**src/rtl/fifo_fill_ctrl.sv**
```systemverilog
// fifo_fill_ctrl: read-side fill controller for the video read FIFO. It
// watches FIFO free space and issues fixed-length burst reads, plus one short
// tail read at the end of each frame, to the AXI read master. It tracks the
// beats left in the frame and recovers from a hung transaction with a timeout
// and a chain reset.
//
// Ports:
//   clock, rst            rising-edge clock, asynchronous active-high reset
//   enable                allows new requests to leave IDLE
//   frame_start/frame_len one-cycle frame start, beats in the new frame
//   count, fifo_full      write-side fill level and full flag of the FIFO
//   burst_req/tail_req    level requests, req_len = length of current request
//   resp, done            request accepted / last beat written (pulses)
//   burst_done/tail_done/frame_done   one-cycle completion pulses
//   remain                beats still to fetch in this frame
//   rst_chain             one-cycle pulse when a transaction times out
module fifo_fill_ctrl #(
  parameter int          DEPTH     = 512,
  parameter int          BURST_LEN = 128,
  parameter int          LSIZE     = 9,
  parameter int          CSIZE     = 10,
  parameter int          FSIZE     = 24,
  parameter logic [23:0] TIMEOUT   = 24'hFFF000
) (
  input  logic             clock,
  input  logic             rst,
  input  logic             enable,
  input  logic             frame_start,
  input  logic [FSIZE-1:0] frame_len,
  input  logic [CSIZE-1:0] count,
  input  logic             fifo_full,
  output logic             burst_req,
  output logic             tail_req,
  output logic [LSIZE-1:0] req_len,
  input  logic             resp,
  input  logic             done,
  output logic             burst_done,
  output logic             tail_done,
  output logic             frame_done,
  output logic [FSIZE-1:0] remain,
  output logic             rst_chain
);

  typedef enum logic [3:0] {
    IDLE,
    REQ_BURST,
    WAIT_BURST,
    BURST_FSH,
    REQ_TAIL,
    WAIT_TAIL,
    TAIL_FSH,
    TIME_ERR,
    RESET_CHAIN
  } state_t;

  localparam logic [CSIZE:0]   DEPTH_C = (CSIZE+1)'(DEPTH);
  localparam logic [CSIZE:0]   BURST_C = (CSIZE+1)'(BURST_LEN);
  localparam logic [FSIZE-1:0] BURST_F = FSIZE'(BURST_LEN);
  localparam logic [LSIZE-1:0] BURST_L = LSIZE'(BURST_LEN);

  state_t             state_q, state_d;
  logic [CSIZE:0]     free_q, free_d;
  logic [FSIZE-1:0]   remain_q, remain_d;
  logic [LSIZE-1:0]   req_len_q, req_len_d;
  logic               pending_q, pending_d;
  logic [FSIZE-1:0]   pend_len_q, pend_len_d;
  logic [23:0]        to_q, to_d;
  logic [3:0]         rc_q, rc_d;
  logic               burst_req_q, burst_req_d;
  logic               tail_req_q, tail_req_d;
  logic               burst_done_q, burst_done_d;
  logic               tail_done_q, tail_done_d;
  logic               frame_done_q, frame_done_d;
  logic               rst_chain_q, rst_chain_d;

  logic               tail_ok, burst_ok, to_hit;
  logic               fsh_entry, idle_entry;
  logic [FSIZE+CSIZE:0] free_w, remain_w;
  logic [FSIZE-1:0]   req_ext, dec_val;
  logic [CSIZE:0]     count_w;

  // ---------------------------------------------------------------------------
  // Next-state logic
  // ---------------------------------------------------------------------------
  always_comb begin
    // Compare free space and remaining beats at a common width.
    free_w   = {{FSIZE{1'b0}}, free_q};
    remain_w = {{(CSIZE+1){1'b0}}, remain_q};
    tail_ok  = (remain_q != '0) && (remain_q < BURST_F) && (free_w >= remain_w);
    burst_ok = (remain_q >= BURST_F) && (free_q >= BURST_C) && !fifo_full;
    // The counter holds TIMEOUT-1 in the last allowed REQ/WAIT cycle.
    to_hit   = (to_q == (TIMEOUT - 24'd1));

    state_d = state_q;
    case (state_q)
      IDLE: begin
        if (enable) begin
          if (tail_ok)       state_d = REQ_TAIL;
          else if (burst_ok) state_d = REQ_BURST;
        end
      end
      REQ_BURST: begin
        if (to_hit)              state_d = TIME_ERR;
        else if (resp && done)   state_d = BURST_FSH;
        else if (resp)           state_d = WAIT_BURST;
      end
      WAIT_BURST: begin
        if (to_hit)    state_d = TIME_ERR;
        else if (done) state_d = BURST_FSH;
      end
      BURST_FSH: state_d = IDLE;
      REQ_TAIL: begin
        if (to_hit)              state_d = TIME_ERR;
        else if (resp && done)   state_d = TAIL_FSH;
        else if (resp)           state_d = WAIT_TAIL;
      end
      WAIT_TAIL: begin
        if (to_hit)    state_d = TIME_ERR;
        else if (done) state_d = TAIL_FSH;
      end
      TAIL_FSH:    state_d = IDLE;
      TIME_ERR:    state_d = RESET_CHAIN;
      RESET_CHAIN: if (rc_q == 4'd15) state_d = IDLE;
      default:     state_d = IDLE;
    endcase
  end

  // ---------------------------------------------------------------------------
  // Datapath and registered output decodes
  // ---------------------------------------------------------------------------
  always_comb begin
    count_w = {1'b0, count};
    if (count_w > DEPTH_C) free_d = '0;
    else                   free_d = DEPTH_C - count_w;

    to_d = '0;
    if (state_q == REQ_BURST || state_q == WAIT_BURST ||
        state_q == REQ_TAIL  || state_q == WAIT_TAIL)
      to_d = to_q + 24'd1;

    rc_d = '0;
    if (state_q == RESET_CHAIN) rc_d = rc_q + 4'd1;

    req_len_d = req_len_q;
    if (state_q == IDLE && state_d == REQ_BURST) req_len_d = BURST_L;
    if (state_q == IDLE && state_d == REQ_TAIL)  req_len_d = remain_q[LSIZE-1:0];

    req_ext    = {{(FSIZE-LSIZE){1'b0}}, req_len_q};
    dec_val    = (remain_q >= req_ext) ? (remain_q - req_ext) : '0;
    fsh_entry  = (state_d == BURST_FSH) || (state_d == TAIL_FSH);
    idle_entry = (state_d == IDLE) && (state_q != IDLE);

    remain_d     = remain_q;
    pending_d    = pending_q;
    pend_len_d   = pend_len_q;
    frame_done_d = 1'b0;

    if (state_d == TIME_ERR) begin
      remain_d = '0;
    end else if (fsh_entry && !pending_q) begin
      // A frame restarted mid-request discards this request's decrement.
      remain_d     = dec_val;
      frame_done_d = (dec_val == '0);
    end

    if (idle_entry && (pending_q || frame_start)) begin
      remain_d  = frame_start ? frame_len : pend_len_q;
      pending_d = 1'b0;
    end else if (frame_start && state_q == IDLE) begin
      remain_d = frame_len;
    end else if (frame_start) begin
      pending_d  = 1'b1;
      pend_len_d = frame_len;
    end

    burst_req_d  = (state_d == REQ_BURST);
    tail_req_d   = (state_d == REQ_TAIL);
    burst_done_d = (state_d == BURST_FSH);
    tail_done_d  = (state_d == TAIL_FSH);
    rst_chain_d  = (state_d == TIME_ERR);
  end

  always_ff @(posedge clock or posedge rst) begin
    if (rst) state_q <= IDLE;
    else     state_q <= state_d;
  end

  always_ff @(posedge clock or posedge rst) begin
    if (rst) begin
      free_q       <= '0;
      remain_q     <= '0;
      req_len_q    <= '0;
      pending_q    <= 1'b0;
      pend_len_q   <= '0;
      to_q         <= '0;
      rc_q         <= '0;
      burst_req_q  <= 1'b0;
      tail_req_q   <= 1'b0;
      burst_done_q <= 1'b0;
      tail_done_q  <= 1'b0;
      frame_done_q <= 1'b0;
      rst_chain_q  <= 1'b0;
    end else begin
      free_q       <= free_d;
      remain_q     <= remain_d;
      req_len_q    <= req_len_d;
      pending_q    <= pending_d;
      pend_len_q   <= pend_len_d;
      to_q         <= to_d;
      rc_q         <= rc_d;
      burst_req_q  <= burst_req_d;
      tail_req_q   <= tail_req_d;
      burst_done_q <= burst_done_d;
      tail_done_q  <= tail_done_d;
      frame_done_q <= frame_done_d;
      rst_chain_q  <= rst_chain_d;
    end
  end

  assign burst_req  = burst_req_q;
  assign tail_req   = tail_req_q;
  assign req_len    = req_len_q;
  assign burst_done = burst_done_q;
  assign tail_done  = tail_done_q;
  assign frame_done = frame_done_q;
  assign remain     = remain_q;
  assign rst_chain  = rst_chain_q;

endmodule

```
**config.mk**
```make
export PLATFORM = sky130hd
export DESIGN_NAME = fifo_fill_ctrl
export DESIGN_NICKNAME = d
export VERILOG_FILES = /design/src/rtl/fifo_fill_ctrl.sv
export SDC_FILE = /design/constraint.sdc
export NUM_CORES = 1
export LEC_CHECK = 0
export CAP_MARGIN = 20
export CORE_MARGIN = 3
export CORE_UTILIZATION = 50
export CTS_CLUSTER_DIAMETER = 60
export CTS_CLUSTER_SIZE = 25
export DETAILED_ROUTE_END_ITERATION = 12
export PLACE_DENSITY = 0.84
export SETUP_SLACK_MARGIN = 0.05
export SLEW_MARGIN = 10
export SYNTH_ARGS = -nofsm -noshare
export SYNTH_HDL_FRONTEND = slang
export SYNTH_SLANG_ARGS = --single-unit
```
**constraint.sdc**
```tcl
create_clock -name clock -period 5.6 [get_ports clock]
set_clock_uncertainty 0.2 [all_clocks]
set_input_delay 1.68 -clock clock [delete_from_list [all_inputs] [get_ports clock]]
set_output_delay 1.68 -clock clock [all_outputs]
set_load 0.05 [all_outputs]
```
==> results of run 1 <==
==> worst reg2reg max path, cell delays in order, from the launching register on <==
cell	delay, ns
dfrtp_1	0.47
nor4_1	0.54
nor2b_1	0.35
a31oi_1	0.17
or3b_1	0.45
or3_1	0.51
nand3_2	0.23
or2_1	0.36
buf_4	0.32
nand2_1	0.09
o2bb2ai_1	0.13
==> metal layers <==
metal  share of wire [%]  GRT usage (%)  up-vias
li1                    -              -     2354
met1                  43           31.1     2508
met2                  49           40.2      189
met3                 6.1           4.11       23
met4                 1.6           6.81        2
met5               0.085              0        -
==> registers in the layout, summed over array words and instances, names as in the netlist <==
signal and cells:
burst_done 1, burst_req 1, frame_done 1, free_q 11, pend_len_q 24, pending_q 1, rc_q 4, remain 24
req_len 9, rst_chain 1, state_q 4, tail_done 1, tail_req 1, to_q 24
==> final timing paths <==
path / from / to / slack, ns / cells after the start
setup / recovery: done / remain[10]$_DFFE_PP0P_ / 0.92 / 11
hold / removal: rc_q[0]$_DFF_PP0_ / rc_q[0]$_DFF_PP0_ / 0.26 / 1
setup reg to reg: remain[12]$_DFFE_PP0P_ / remain[10]$_DFFE_PP0P_ / 1.65 / 10
hold reg to reg: rc_q[0]$_DFF_PP0_ / rc_q[0]$_DFF_PP0_ / 0.26 / 1
max in group asynchronous: rst / rc_q[3]$_DFF_PP0_ / 2.74 / 3
min in group asynchronous: rst / to_q[11]$_DFF_PP0_ / 1.66 / 2
==> cell families (layout without fill, tap and decap cells) <==
| kind of cell | count (synthesis) | in the layout | share of synthesized area (%) |
|---|---|---|---|
| buffers and inverters | 61 | 139 | 4.71 |
| muxes | 29 | 29 | 5.40 |
| adders and majority gates | 24 | 24 | 5.15 |
| xor gates and xnor gates | 34 | 34 | 4.98 |
| AOI/OAI and AO/OA | 146 | 146 | 16.7 |
| and+or+nand+nor | 210 | 210 | 18.2 |
| DFF | 107 | 107 | 44.8 |
==> power by group through the flow <==
stage,Clock [mW],Combinational [mW],Sequential (mW)
after floorplan,0,1.19,1.46
after global placement,0,1.90,1.24
after detailed placement,0,1.96,1.24
after CTS,0.673,1.98,1.23
after global routing,0.704,2.16,1.26
final,0.664,2.00,1.24
==> final cells by class <==
| type | count | area, sq um | share of cell area (%) |
|---|---|---|---|
| clock inverter | 7 | 85.1 | 1.19 |
| timing repair buffer | 87 | 858 | 12.0 |
| multi-input combinational | 443 | 3020 | 42.0 |
| sequential | 107 | 2680 | 37.3 |
| clock buffer | 9 | 225 | 3.14 |
| inverter | 36 | 138 | 1.92 |
| tap | 143 | 179 | 2.49 |
==> through the flow <==
step	worst slack, ns	util [%]	std cells	hold WS [ns]	total power [mW]
2_1_floorplan	0.903	-	611	0.232	2.65
3_3_place_gp	0.681	59.3	815	0.246	3.13
3_5_place_dp	0.584	59.3	815	0.260	3.21
4_1_cts	0.948	61.9	831	0.270	3.88
5_1_grt	0.742	62.1	832	0.292	4.13
6_report	0.923	62.1	832	0.264	3.90
==> cell usage in the layout (no fill, tap or decap), drive strengths merged, types with 8 or more instances in the layout <==
cell,synthesis,routed
inv,36,39
a22oi,8,8
buf,16,8
nor4,8,8
a21o,12,12
nor3,17,17
clkdlybuf4s50,0,79
ha,23,23
or3,20,20
nand2,32,32
xor2,17,17
a21oi,40,40
a222oi,11,11
a22o,10,10
o21ai,26,26
nand4,10,10
mux2,26,26
nand3,16,16
clkbuf,9,9
nor2,66,66
dfrtp,107,107
xnor2,17,17
==> results by group, run 1 <==
Run status
  – Run status: finished, final reports clean

Clock tree
  – Clk sinks: 107
  – Root Buffer: clkbuf_16
  – Post-CTS setup buffer count: 0
  – Total CTS buffers: 9
  – Hold_buf cts: 0
  – CTS tree: done
  – H-tree depth: 3
  – Clk_lat worst skew: 0.36 ns
  – Worst-path clk slew: 0.08 ns
  – Clock Tree Buf Depth: 2
  – Number of gates resized after CTS: 0

Synthesis
  – Syn Nets: 676
  – Post-synth top area share: 44.8%
  – Async S/R FF share, synth: 100%
  – Cell Area, Synth: 5970 sq um
  – Post-synth top cells: 107 x dfrtp_1, 65 x nor2_1, 40 x a21oi_1
  – Post-synth EDFFs: 0
  – Yosys cell types: 64
  – Most numerous cell in the Yosys netlist: dfrtp_1
  – Flop and latch count out of synthesis: 107
  – Most frequently used flop master after synthesis: dfrtp_1
  – Ranking of synthesized cells by area: dfrtp_1 45%, ha_1 4.8%, nor2_1 4.1%
  – Mapped Cells: 611
  – Register area share after synthesis: 44.8%
  – Avg Cell Area, Syn: 9.78 sq um
  – Cell taking the most area after synthesis: dfrtp_1
  – Ys Warns: 0

Final layout
  – Layout cell share with drive strength beyond 1: 6.24%
  – Nets: 749
  – Finished Cell Area: 7180 sq um
  – P&R area growth vs syn: 20.1%
  – Diodes inserted: 0
  – Filler Cell Count: 951

Power
  – Psw: 1.80 mW
  – VDD IR max: 332 uV
  – Switching Share: 46.2%
  – Comb power frac: 51.3%
  – Sequential power share: 31.7%
  – Power Dens Cells: 544 nW/um^2
  – Clock power share: 17.0%
  – Leakage Power: 3.13 nW
  – Internal power: 2.10 mW

Place
  – Port Buffer Count: 79
  – RD Place Congestion: 0.922
  – HPWL after DPL: 11,300 um
  – Placed inst area: 6850 sq um

STA
  – Final-report max-slew violation count: 0
  – RSZ-0062 raised after global routing: false
  – Rel. slew slack: 30.7%
  – Setup violations, final: 0
  – Period minus WS final: 4.68 ns
  – Final hold violations: 0
  – Fmax: 214 MHz
  – Setup TNS: 0 ns
  – Fin crit share: 83.5%
  – Worst Tran Pin Value: 1.03 ns

Setup path
  – CP delay by family, top: simple AND/OR/NAND/NOR gates
  – Slowest-stage cell, CP: clkdlybuf4s50_1
  – Crit start category: input pin
  – CP max FO: 21
  – CP required: 5.62 ns
  – Crit path cell chain: clkdlybuf4s50_1, nor2_1, a32oi_1, a21oi_1, or3b_1, or3_1, nand3_2, or2_1, buf_4, nand2_1, o2bb2ai_1
  – Crit Path Category: in -> reg
  – CP Buf/Inv Count: 2
  – Largest stage delay on the critical path: 0.56 ns
  – Crit. End Element: register
  – Critical Path AT: 4.69 ns

Die
  – Io pins: 80
  – Die width: 115 um
  – Vert. Die Dim: 115 um
  – Initial core utilization: 51.7%
  – Die area: 13,300 sq um
  – FP Rows: 39
  – Core area: 11,600 sq um

Worst hold path
  – HP Class: reg -> reg

Routing
  – Via count: 5,076
  – DRC viols: 0
  – Vias/cell: 6.10
  – First drt pass iteration count: 6
  – DRT antenna net count: 0
  – Initial DRC count: 440
  – Routed WL: 15,300 um
  – Wirelength per Cell: 18.4 um

GRT
  – Total grt overflow: 0
  – Overall routing resource usage: 23.6%
  – Vias in the first global route: 5,006
  – Antenna violations before repair: 1
  – Global-route wire length before repair: 24,800 um
  – Largest net degree at the start of global routing: 73

Run
  – MaxCap Viol Count: 0
Note: power is estimated with default switching activity, not from simulation.
==> run 2: changes to the inputs <==
Settings changed: PLACE_DENSITY 0.84 to 0.86.
Clock period 5.6 ns to 3.91 ns, I/O delays scaled along.
==> run 2 against run 1 <==
Net effect:
- combinational power grew 59%
- critical endpoint is now remain[6]$_DFFE_PP0P_
- cell area grew 3.4%
- die area is the same
- global-route usage grew 0.17 points
- first-iteration DRC count grew 30%
- sequential cell count is the same
- via count grew 2.0%
- sequential power grew 40%
- clock power grew 42%
- register-to-register slack lost 1.4 ns
==> results by group, run 2 (synthesis results as in run 1) <==
GRT
  – Overall routing resource usage: 23.8% (+0.17 points)
  – Largest net degree at the start of global routing: 43 (-41%)
  – Vias in the first global route: 5,133 (+2.5%)
  – Total grt overflow: 0 (unchanged)
  – Antenna violations before repair: 0 (-1)
  – Global-route wire length before repair: 25,300 um (+2.2%)

STA
  – Rel. slew slack: 45.1% (+14 points)
  – Period minus WS final: 3.70 ns
  – Setup violations, final: 0 (unchanged)
  – Final hold violations: 0 (unchanged)
  – Fmax: 271 MHz
  – Final worst setup slack: 0.215 ns (-0.709 ns)
  – Setup TNS: 0 ns (unchanged)
  – Hold WS: 0.268 ns (+0.00373 ns)
  – Final-report max-slew violation count: 0 (unchanged)
  – Worst Tran Pin Value: 0.822 ns (-0.213 ns)
  – RSZ-0062 raised after global routing: false
  – Fin crit share: 94.5%

Final layout
  – Highest-count cells in the layout ignoring fill and taps: 107 x dfrtp_1, 79 x clkdlybuf4s50_1, 65 x nor2_1
  – Finished Cell Area: 7420 sq um (+3.4%)
  – P&R area growth vs syn: 24.3%
  – Commonest non-fill, non-tap cell in the layout: dfrtp_1
  – Nets: 773 (+3.2%)
  – Layout cell share with drive strength beyond 1: 9.82% (+3.6 points)
  – Post-Layout Cell Count: 856 (+2.9%)
  – Filler Cell Count: 917 (-3.6%)
  – Post-layout util: 64.2% (+2.1 points)
  – Diodes inserted: 0 (unchanged)

Die
  – Vert. Die Dim: 115 um (unchanged)
  – Die area: 13,300 sq um (unchanged)
  – Die width: 115 um (unchanged)
  – Io pins: 80 (unchanged)
  – Initial core utilization: 51.7% (unchanged)
  – Core area: 11,600 sq um (unchanged)
  – FP Rows: 39 (unchanged)

Power
  – Leakage Power: 3.25 nW (+3.7%)
  – Power Dens Cells: 788 nW/um^2 (+45%)
  – Internal power: 3.23 mW (+54%)
  – Sequential power share: 29.7% (-2.0 points)
  – Clock power share: 16.1% (-0.9 points)
  – Tot Pwr: 5.85 mW (+50%)
  – Switching Share: 44.8% (-1.4 points)
  – Comb power frac: 54.2% (+2.9 points)
  – Psw: 2.62 mW (+45%)
  – VDD IR max: 444 uV (+34%)

Worst hold path
  – HP Class: reg -> reg
  – Worst Hold Depth: 1 (unchanged)
  – Hold Path End: rc_q[0]$_DFF_PP0_
  – Origin of the worst min-delay path: rc_q[0]$_DFF_PP0_

Routing
  – Routed WL: 15,500 um (+0.75%)
  – Initial DRC count: 571 (+30%)
  – Via count: 5,178 (+2.0%)
  – DRT antenna net count: 0 (unchanged)
  – Wirelength per Cell: 18.1 um (-2.1%)
  – DRC viols: 0 (unchanged)
  – Vias/cell: 6.05 (-0.85%)
  – First drt pass iteration count: 9 (+3)

Clock tree
  – Worst-path clk slew: 0.07 ns (about the same)
  – H-tree depth: 3 (unchanged)
  – Clk sinks: 107 (unchanged)
  – Total CTS buffers: 9 (unchanged)
  – CTS tree: done
  – Root Buffer: clkbuf_16
  – Hold_buf cts: 0 (unchanged)
  – Clock Tree Buf Depth: 2 (unchanged)
  – Clk_lat worst skew: 0.35 ns (about the same)

Setup path
  – Reg2reg start: remain[0]$_DFFE_PP0P_
  – Critical Path AT: 3.72 ns (-0.97 ns)
  – Crit start category: input pin
  – CP required: 3.93 ns (-1.69 ns)
  – Crit Path Category: in -> reg
  – Crit. End Element: register
  – Worst R2R Path Depth: 13 (+3)
  – R2R Path End: remain[6]$_DFFE_PP0P_
  – Reg-to-reg setup timing slack: 0.29 ns (-1.36 ns)
  – CP max FO: 18 (-14%)

Place
  – Placed inst area: 7100 sq um (+3.7%)
  – Port Buffer Count: 79 (unchanged)
  – RD Place Congestion: 0.902 (-2.2%)
  – Setup WS pre-CTS: -0.230 ns (-0.814 ns)
  – HPWL after DPL: 11,600 um (+2.9%)
  – Dpl cells: 840 (+3.1%)

Run
  – MaxCap Viol Count: 0 (unchanged)

Run status
  – Run status: finished, final reports clean
[run 2: changes by cell type in the layout (fill, tap and decap cells not counted), moves of 2 or more]
cell and delta:
buf_4 +20, clkinvlp_4 +3, buf_12 +5, clkinv_4 -2
[run 2: metal layers]
layer | global-route usage, % | wire length [um] | up-vias
met3 | 4.00 | 823 | 44
met1 | 30.5 | 6490 | 2519
met4 | 7.59 | 397 | 0
met2 | 41.0 | 7750 | 205
met5 | 0 | 0 | -
li1 | - | - | 2410
[run 2: repair_timing]
item,4_1_cts,5_1_grt
gates resized for setup,0,3
endpoints found under the hold margin,0,0
setup buffers,0,0
setup endpoints to repair,0,8
[run 2: cell type report]
class / instances / area, sq um / area share [%]
multi-input combinational: 443 / 3030 / 40.8
sequential: 107 / 2680 / 36.1
timing repair buffer: 111 / 1090 / 14.7
clock buffer: 9 / 225 / 3.03
tap: 143 / 179 / 2.41
inverter: 36 / 139 / 1.87
clock inverter: 7 / 82.6 / 1.11
[run 2: power groups by stage]
stage | registers (mW) | clock network (mW) | logic (mW)
after floorplan | 2.09 | 0 | 1.71
after global placement | 1.73 | 0 | 3.00
after detailed placement | 1.74 | 0 | 3.12
after CTS | 1.72 | 0.951 | 3.13
after global routing | 1.77 | 0.991 | 3.44
final | 1.74 | 0.940 | 3.17
[run 2: critical path, cell delays in order]
cell	delay, ns
clkdlybuf4s50_1	0.44
buf_4	0.16
mux2i_1	0.11
nand2_1	0.08
a21oi_1	0.06
or3b_4	0.44
or3_4	0.43
and4_4	0.27
a222oi_1	0.41
a21oi_1	0.14
[run 2: how the worst max path moves through the flow]
stage	slack (ns)	end	start	cells after the start
after global routing	0.06	remain[14]$_DFFE_PP0P_	remain[0]$_DFFE_PP0P_	13
final	0.21	remain[6]$_DFFE_PP0P_	done	10
after detailed placement	-0.23	remain[6]$_DFFE_PP0P_	done	10
after floorplan	0.38	remain[2]$_DFFE_PP0P_	done	12
after CTS	0.13	remain[6]$_DFFE_PP0P_	done	10
after global placement	-0.17	remain[7]$_DFFE_PP0P_	done	10
==> run 3: changes to the inputs <==
Settings changed: SLEW_MARGIN 10 to 20.
==> results of run 3 <==
Same layout as run 2: the final DEF is identical, and so are final timing and power.
